$ cat src/rtl/calc_pkg.sv
// Shared calculator definitions: key codes, keypad scan FSM states, key map.
package calc_pkg;

  localparam logic [3:0] KEY_ADD = 4'hA;
  localparam logic [3:0] KEY_SUB = 4'hB;
  localparam logic [3:0] KEY_MUL = 4'hC;
  localparam logic [3:0] KEY_DIV = 4'hD;
  localparam logic [3:0] KEY_EQ  = 4'hE;
  localparam logic [3:0] KEY_ESC = 4'hF;

  typedef enum logic [1:0] {
    SCAN     = 2'd0,
    DEBOUNCE = 2'd1,
    PRESS    = 2'd2,
    HOLD     = 2'd3
  } scan_state_e;

  // Physical keypad layout [row][col] to key code
  function automatic logic [3:0] map_key(input logic [1:0] row, input logic [1:0] col);
    logic [3:0] code;
    code = 4'h0;
    case ({row, col})
      4'h0: code = 4'h1;
      4'h1: code = 4'h2;
      4'h2: code = 4'h3;
      4'h3: code = KEY_ADD;
      4'h4: code = 4'h4;
      4'h5: code = 4'h5;
      4'h6: code = 4'h6;
      4'h7: code = KEY_SUB;
      4'h8: code = 4'h7;
      4'h9: code = 4'h8;
      4'hA: code = 4'h9;
      4'hB: code = KEY_MUL;
      4'hC: code = KEY_ESC;
      4'hD: code = 4'h0;
      4'hE: code = KEY_EQ;
      4'hF: code = KEY_DIV;
      default: code = 4'h0;
    endcase
    return code;
  endfunction

endpackage

$ cat src/rtl/keypad_row_sync.sv
// Two-flop synchronizer for the asynchronous, active-low keypad rows.
module keypad_row_sync (
  input  logic       clk,
  input  logic       rst,
  input  logic [3:0] row_i,
  output logic [3:0] row_o
);

  logic [3:0] meta_q;
  logic [3:0] sync_q;

  // Idle (all rows released) after reset
  always_ff @(posedge clk) begin
    if (rst) begin
      meta_q <= 4'hF;
      sync_q <= 4'hF;
    end else begin
      meta_q <= row_i;
      sync_q <= meta_q;
    end
  end

  assign row_o = sync_q;

endmodule

$ cat src/rtl/keypad_scan_decoder.sv
// 4x4 keypad scanner: column scan, debounce, decode into one-cycle event pulses.
// Optional auto-repeat of held digit keys when KEYPAD_REPEAT_EN is defined.
module keypad_scan_decoder
  import calc_pkg::*;
#(
  parameter int unsigned SCAN_DIV         = 16,
  parameter int unsigned DEBOUNCE_SAMPLES = 4,
  parameter int unsigned REPEAT_SAMPLES   = 64
) (
  input  logic       clk,
  input  logic       rst,
  input  logic [3:0] row_in,
  output logic [3:0] col_out,
  output logic [3:0] key_code,
  output logic       got_dig,
  output logic       got_op,
  output logic       got_eq,
  output logic       got_esc
);

  localparam int unsigned SLOT_W  = (SCAN_DIV > 1) ? $clog2(SCAN_DIV) : 1;
  // One counter width covers both the debounce and the repeat limits
  localparam int unsigned CNT_MAX = (DEBOUNCE_SAMPLES > REPEAT_SAMPLES) ? DEBOUNCE_SAMPLES
                                                                        : REPEAT_SAMPLES;
  localparam int unsigned CNT_W   = $clog2(CNT_MAX + 1);

  scan_state_e       state_q, state_d;
  logic [SLOT_W-1:0] slot_q;
  logic [1:0]        col_q, col_d;
  logic [3:0]        col_out_q, col_out_d;
  logic [1:0]        cand_row_q, cand_row_d;
  logic [CNT_W-1:0]  cnt_q, cnt_d;
  logic [3:0]        key_code_q, key_code_d;
  logic              got_dig_q, got_dig_d;
  logic              got_op_q, got_op_d;
  logic              got_eq_q, got_eq_d;
  logic              got_esc_q, got_esc_d;
`ifdef KEYPAD_REPEAT_EN
  logic [CNT_W-1:0]  rep_cnt_q, rep_cnt_d;
`endif

  logic [3:0] row_s;
  logic       sample;
  logic       row_valid;
  logic [1:0] row_idx;
  logic       accept;
  logic [3:0] new_code;

  keypad_row_sync u_row_sync (
    .clk   (clk),
    .rst   (rst),
    .row_i (row_in),
    .row_o (row_s)
  );

  assign sample = (slot_q == SLOT_W'(SCAN_DIV - 1));

  // Free-running slot counter; rows are sampled in the last cycle of each slot
  always_ff @(posedge clk) begin
    if (rst) slot_q <= '0;
    else     slot_q <= sample ? '0 : slot_q + SLOT_W'(1);
  end

  // Exactly one low row is a valid key; none or several (ghosting) is "no key"
  always_comb begin
    row_valid = 1'b1;
    row_idx   = 2'd0;
    case (~row_s)
      4'b0001: row_idx = 2'd0;
      4'b0010: row_idx = 2'd1;
      4'b0100: row_idx = 2'd2;
      4'b1000: row_idx = 2'd3;
      default: row_valid = 1'b0;
    endcase
  end

  // State and output registers
  always_ff @(posedge clk) begin
    if (rst) begin
      state_q    <= SCAN;
      col_q      <= 2'd0;
      col_out_q  <= 4'b1110;
      cand_row_q <= 2'd0;
      cnt_q      <= '0;
      key_code_q <= 4'h0;
      got_dig_q  <= 1'b0;
      got_op_q   <= 1'b0;
      got_eq_q   <= 1'b0;
      got_esc_q  <= 1'b0;
`ifdef KEYPAD_REPEAT_EN
      rep_cnt_q  <= '0;
`endif
    end else begin
      state_q    <= state_d;
      col_q      <= col_d;
      col_out_q  <= col_out_d;
      cand_row_q <= cand_row_d;
      cnt_q      <= cnt_d;
      key_code_q <= key_code_d;
      got_dig_q  <= got_dig_d;
      got_op_q   <= got_op_d;
      got_eq_q   <= got_eq_d;
      got_esc_q  <= got_esc_d;
`ifdef KEYPAD_REPEAT_EN
      rep_cnt_q  <= rep_cnt_d;
`endif
    end
  end

  // Scan/debounce FSM next state and decoded outputs
  always_comb begin
    state_d    = state_q;
    col_d      = col_q;
    cand_row_d = cand_row_q;
    cnt_d      = cnt_q;
    key_code_d = key_code_q;
    got_dig_d  = 1'b0;
    got_op_d   = 1'b0;
    got_eq_d   = 1'b0;
    got_esc_d  = 1'b0;
    accept     = 1'b0;
    new_code   = map_key(row_idx, col_q);
`ifdef KEYPAD_REPEAT_EN
    rep_cnt_d  = rep_cnt_q;
`endif

    case (state_q)
      SCAN: begin
        if (sample) begin
          if (row_valid) begin
            cand_row_d = row_idx;
            cnt_d      = CNT_W'(1);
            if (DEBOUNCE_SAMPLES == 1) begin
              state_d = PRESS;
              accept  = 1'b1;
            end else begin
              state_d = DEBOUNCE;
            end
          end else begin
            col_d = col_q + 2'd1;
          end
        end
      end
      DEBOUNCE: begin
        if (sample) begin
          if (row_valid && (row_idx == cand_row_q)) begin
            cnt_d = cnt_q + CNT_W'(1);
            if (cnt_d == CNT_W'(DEBOUNCE_SAMPLES)) begin
              state_d = PRESS;
              accept  = 1'b1;
            end
          end else begin
            state_d = SCAN;
            col_d   = col_q + 2'd1;
            cnt_d   = '0;
          end
        end
      end
      PRESS: begin
        cnt_d   = '0;
        state_d = HOLD;
`ifdef KEYPAD_REPEAT_EN
        rep_cnt_d = '0;
`endif
      end
      HOLD: begin
        if (sample) begin
          if (row_valid) begin
            cnt_d = '0;
`ifdef KEYPAD_REPEAT_EN
            if ((row_idx == cand_row_q) && (key_code_q <= 4'd9)) begin
              rep_cnt_d = rep_cnt_q + CNT_W'(1);
              if (rep_cnt_d == CNT_W'(REPEAT_SAMPLES)) begin
                rep_cnt_d = '0;
                got_dig_d = 1'b1;
              end
            end
`endif
          end else if (cnt_q + CNT_W'(1) == CNT_W'(DEBOUNCE_SAMPLES)) begin
            state_d = SCAN;
            cnt_d   = '0;
            col_d   = col_q + 2'd1;
          end else begin
            cnt_d = cnt_q + CNT_W'(1);
          end
        end
      end
      default: state_d = SCAN;
    endcase

    // Accepted key: latch code and raise the pulse for its class
    if (accept) begin
      key_code_d = new_code;
      if (new_code <= 4'd9)          got_dig_d = 1'b1;
      else if (new_code == KEY_EQ)   got_eq_d  = 1'b1;
      else if (new_code == KEY_ESC)  got_esc_d = 1'b1;
      else                           got_op_d  = 1'b1;
    end

    col_out_d = ~(4'b0001 << col_d);
  end

  assign col_out  = col_out_q;
  assign key_code = key_code_q;
  assign got_dig  = got_dig_q;
  assign got_op   = got_op_q;
  assign got_eq   = got_eq_q;
  assign got_esc  = got_esc_q;

endmodule
$ cat config.mk
export PLATFORM = sky130hd
export DESIGN_NAME = keypad_scan_decoder
export DESIGN_NICKNAME = d
export VERILOG_FILES = /design/src/rtl/calc_pkg.sv /design/src/rtl/keypad_row_sync.sv /design/src/rtl/keypad_scan_decoder.sv
export SDC_FILE = /design/constraint.sdc
export NUM_CORES = 1
export LEC_CHECK = 0
export ABC_AREA = 1
export CORE_MARGIN = 5
export CORE_UTILIZATION = 61
export DETAILED_ROUTE_END_ITERATION = 6
export PLACE_DENSITY = 0.84
export SYNTH_ARGS = -nofsm -noshare
export SYNTH_HDL_FRONTEND = slang
export SYNTH_HIERARCHICAL = 1
export SYNTH_SLANG_ARGS = --single-unit
$ cat constraint.sdc
create_clock -name clk -period 5.77 [get_ports clk]
set_clock_uncertainty 0.2 [all_clocks]
set_input_delay 0.577 -clock clk [delete_from_list [all_inputs] [get_ports clk]]
set_output_delay 0.577 -clock clk [all_outputs]
set_load 0.1 [all_outputs]
==> results.txt <==
* Family of cells with the greatest summed delay on the critical path: buffers and inverters
- STA classifies the critical path endpoint as an output port.
- In this run the count of I/O pins placed on the die edge is 18.
- Number of antenna violations at the first check in global routing: 0
- The die is a little under 70 um wide.
- Num rows: 20
- In this run the worst hold path is classified as register to register.
- Effective utilization at floorplan: 0.650
* Design Power: 415 uW
* Setup slack at placement: 3290 ps
- Post-synth ARST share: 0
* Primary FF master, synth: sky130_fd_sc_hd__dfxtp_1
- Largest fanout on the critical path: 2
- The share of synthesized area in the top cell type comes to 0.367.
* Core area: 3100 um2
- The synthesized design contains 0 enable-type register cells.
- Routability congestion estimate: 0.908
- Kind of start point of the critical path: register
* Wire length per cell after detailed routing: between 10 and 15 um
- Global-route usage over all layers: 0.199
- Crit-path slowest cell: sky130_fd_sc_hd__clkdlybuf4s50_1
- After the last flow step, the layout net total stands at 319.
* Ratio of final minimum period to clock period: 0.453
- The routed layout has 1,763 vias.
* Clock Tree Buf Depth: 2
- The signal on the critical path passes through clkdlybuf4s50_1.
- In this run the post-CTS setup repair buffer count came out at 0.
- Most common cell in the synthesized netlist: sky130_fd_sc_hd__nand2_1
- The final layout contains routed wiring with a total length of 3890 um.
* Largest stage delay, worst path: 1140 ps
* Total power density per cell area: between 150 and 200 nW/um2
- Number of instances resized during post-cts repair: 0
- Derived from the worst setup path, the maximum achievable clock frequency is 382 MHz.
- Number of global-route vias before repair: between 1,500 and 2,000
- Wire length of the first global-routing pass: 6760 um
- Of the cells placed in the final design, the portion with a size suffix greater than 1 is 0.115.
- In this run, the number of DRC markers left after iteration 0 of detailed routing was 90.
* Synth Net Count: 298
- After clock tree synthesis, the clock-pin slew on the worst setup and hold paths is ~100 ps.
- Final TNS setup: 0 ps
- Compared with the post-synthesis result, the final layout area differs by 11.5%.
- Final ANT Viol Nets: 0
- Counting instances in the post-synthesis netlist gives the leading cell types as sky130_fd_sc_hd__nand2_1 (73), sky130_fd_sc_hd__inv_1 (42), sky130_fd_sc_hd__dfxtp_1 (37).
- Pin count of the biggest net entering global routing: 19
* Yosys Warn Count: 6
* Worst slack on hold paths: approximately 220 ps
- CTS sink count: 37
- Clock tree synthesis inserted a total of 5 buffers.
- Max Cap Viol: 0
- The run finished with clean final reports.
* Arrival time of the worst setup path: around 1800 ps
- In this run the tool buffered the top-level ports with 17 buffer cells.
- The worst path meets setup with around 3200 ps of slack.
* Area enclosed by the die boundary: ~4600 um2
- HPWL after detailed placement: 3020 um
* Endpoints failing setup: 0
* Vias per cell: 5.05
- Leading post-synthesis cells by cell area: sky130_fd_sc_hd__dfxtp_1 (37%), sky130_fd_sc_hd__nand2_1 (14%), sky130_fd_sc_hd__inv_1 (7.8%), sky130_fd_sc_hd__nand3_1 (5.5%), sky130_fd_sc_hd__nor2_1 (5.0%)
- In this run, post-CTS hold repair placed 0 buffers.
- The tree is rooted in a sky130_fd_sc_hd__clkbuf_4.
- The total overflow left after global routing is 0.
- Setup repair after global routing left no endpoint under its margin.
- Headroom to the max-slew limit came out at 0.349.
* Number of failing hold endpoints at the final stage: 0
* Combined buffer and inverter count along the critical path: 1
* Sequential area share after synthesis: 0.367
- The smallest clock period supported by the final layout is computed as 2620 ps.
- Worst skew pair latency: 340 ps
- Actual slew at the worst max-slew pin: around 1000 ps
- Number of design rule violations left after detail routing: 0
* Category of the critical setup timing path: register to output port
- After synthesis the netlist holds a flip-flop and latch count of 37.
- STA puts the critical path data required time at 4990 ps.
- 0 antenna diodes ended up in the layout.
- The biggest area contributor in the post-synthesis netlist is sky130_fd_sc_hd__dfxtp_1.
* Slew Limit Fails: 0
- Per-instance average area after synthesis: 7.08 um2
- CTS tree: yes
- The first detailed-routing pass ran for 4 iterations.
* Count of non-filler cells in the finished layout: 349
* Maximum vdd ir drop: around 0.15 mV
* Inst Count DP: around 340
- The clock tree synthesis step divided the H-tree into 2 levels.
- Counting every instance in the synthesized netlist gives roughly 290.
- For this design the static power due to leakage is 0.00105 uW.
* Library cells used by synthesis: 27
- Summing every instance area after synthesis gives 2020 um2.
- Measured along the y axis, the die boundary spans 67.5 um.
-- logic make-up after synthesis --
| logic type | Yosys count | synth area share |
|---|---|---|
| simple gates | 152 | 0.369 |
| xor+xnor | 2 | 0.00868 |
| compound gates | 36 | 0.104 |
| flops | 37 | 0.367 |
| fa+ha+maj | 7 | 0.0434 |
| buf+inv | 51 | 0.107 |
-- final timing paths --
kind                        start  depth (start not counted)             endpoint  slack, ps
min reg2reg  u_row_sync/meta_q[0]                          2  u_row_sync/row_o[0]        220
min          u_row_sync/meta_q[0]                          2  u_row_sync/row_o[0]        220
max                   key_code[3]                          1          key_code[3]       3150
max reg2reg              col_q[0]                          9              got_esc       3540
-- worst min-delay path, delay by kind of cell (launching register included) --
| family | cells | cell delay [ps] |
|---|---|---|
| DFF | 1 | 320 |
| and+or+nand+nor | 1 | 40 |
| buffers and inverters | 1 | 30 |
-- stage by stage --
step / instance area, um2 / util
6_report: 2250 / 0.725
5_1_grt: 2250 / 0.725
4_1_cts: 2250 / 0.725
3_5_place_dp: 2210 / 0.711
3_3_place_gp: 2210 / 0.711
2_1_floorplan: 2020 / -
-- flip-flops by register name, summed over array words and instances (netlist names), 2 cells and up, named ones only --
register and count:
cnt_q 7, col_out 4, key_code 4, slot_q 4
u_row_sync/meta_q 4, u_row_sync/row_o 4, cand_row_q 2, col_q 2
-- routing by layer --
layer / GRT usage / vias up / share of wire
met2: 0.339 / 31 / 0.49
met1: 0.233 / 771 / 0.46
met5: 0 / - / 0
li1: - / 954 / -
met3: 0.0499 / 7 / 0.041
met4: 0.0886 / 0 / 0.016
-- placed cells by master (no fill, tap or decap), types with 3 or more instances in the layout --
master,count
sky130_fd_sc_hd__nand2_1,73
sky130_fd_sc_hd__nand4_1,9
sky130_fd_sc_hd__o21ai_0,10
sky130_fd_sc_hd__nor2_1,27
sky130_fd_sc_hd__nand2_2,3
sky130_fd_sc_hd__dfxtp_1,37
sky130_fd_sc_hd__ha_1,7
sky130_fd_sc_hd__inv_2,4
sky130_fd_sc_hd__o21ai_2,5
sky130_fd_sc_hd__nand3_1,22
sky130_fd_sc_hd__nand2_4,4
sky130_fd_sc_hd__clkdlybuf4s50_1,17
sky130_fd_sc_hd__nand3_2,6
sky130_fd_sc_hd__a21oi_1,15
sky130_fd_sc_hd__clkbuf_4,5
sky130_fd_sc_hd__inv_1,42
sky130_fd_sc_hd__nor2_2,3
-- layout make-up --
cell class | count | area, um2
Inverter | 48 | 180
Tap cell | 44 | 55.1
Multi-Input combinational cell | 197 | 1060
Clock buffer | 5 | 37.5
Timing Repair Buffer | 17 | 170
Sequential cell | 37 | 741
Fill cell | 280 | 853
Clock inverter | 1 | 5.00
-- power by group --
group | total (uW) | switching (uW) | leakage [uW] | internal (uW)
Clock | 119 | 76.9 | 0.0000269 | 42.2
Sequential | 262 | 2.33 | 0.000301 | 260
Combinational | 33.9 | 22.1 | 0.000725 | 11.8
Total | 415 | 101 | 0.00105 | 314
(Power assumes the default switching activity.)
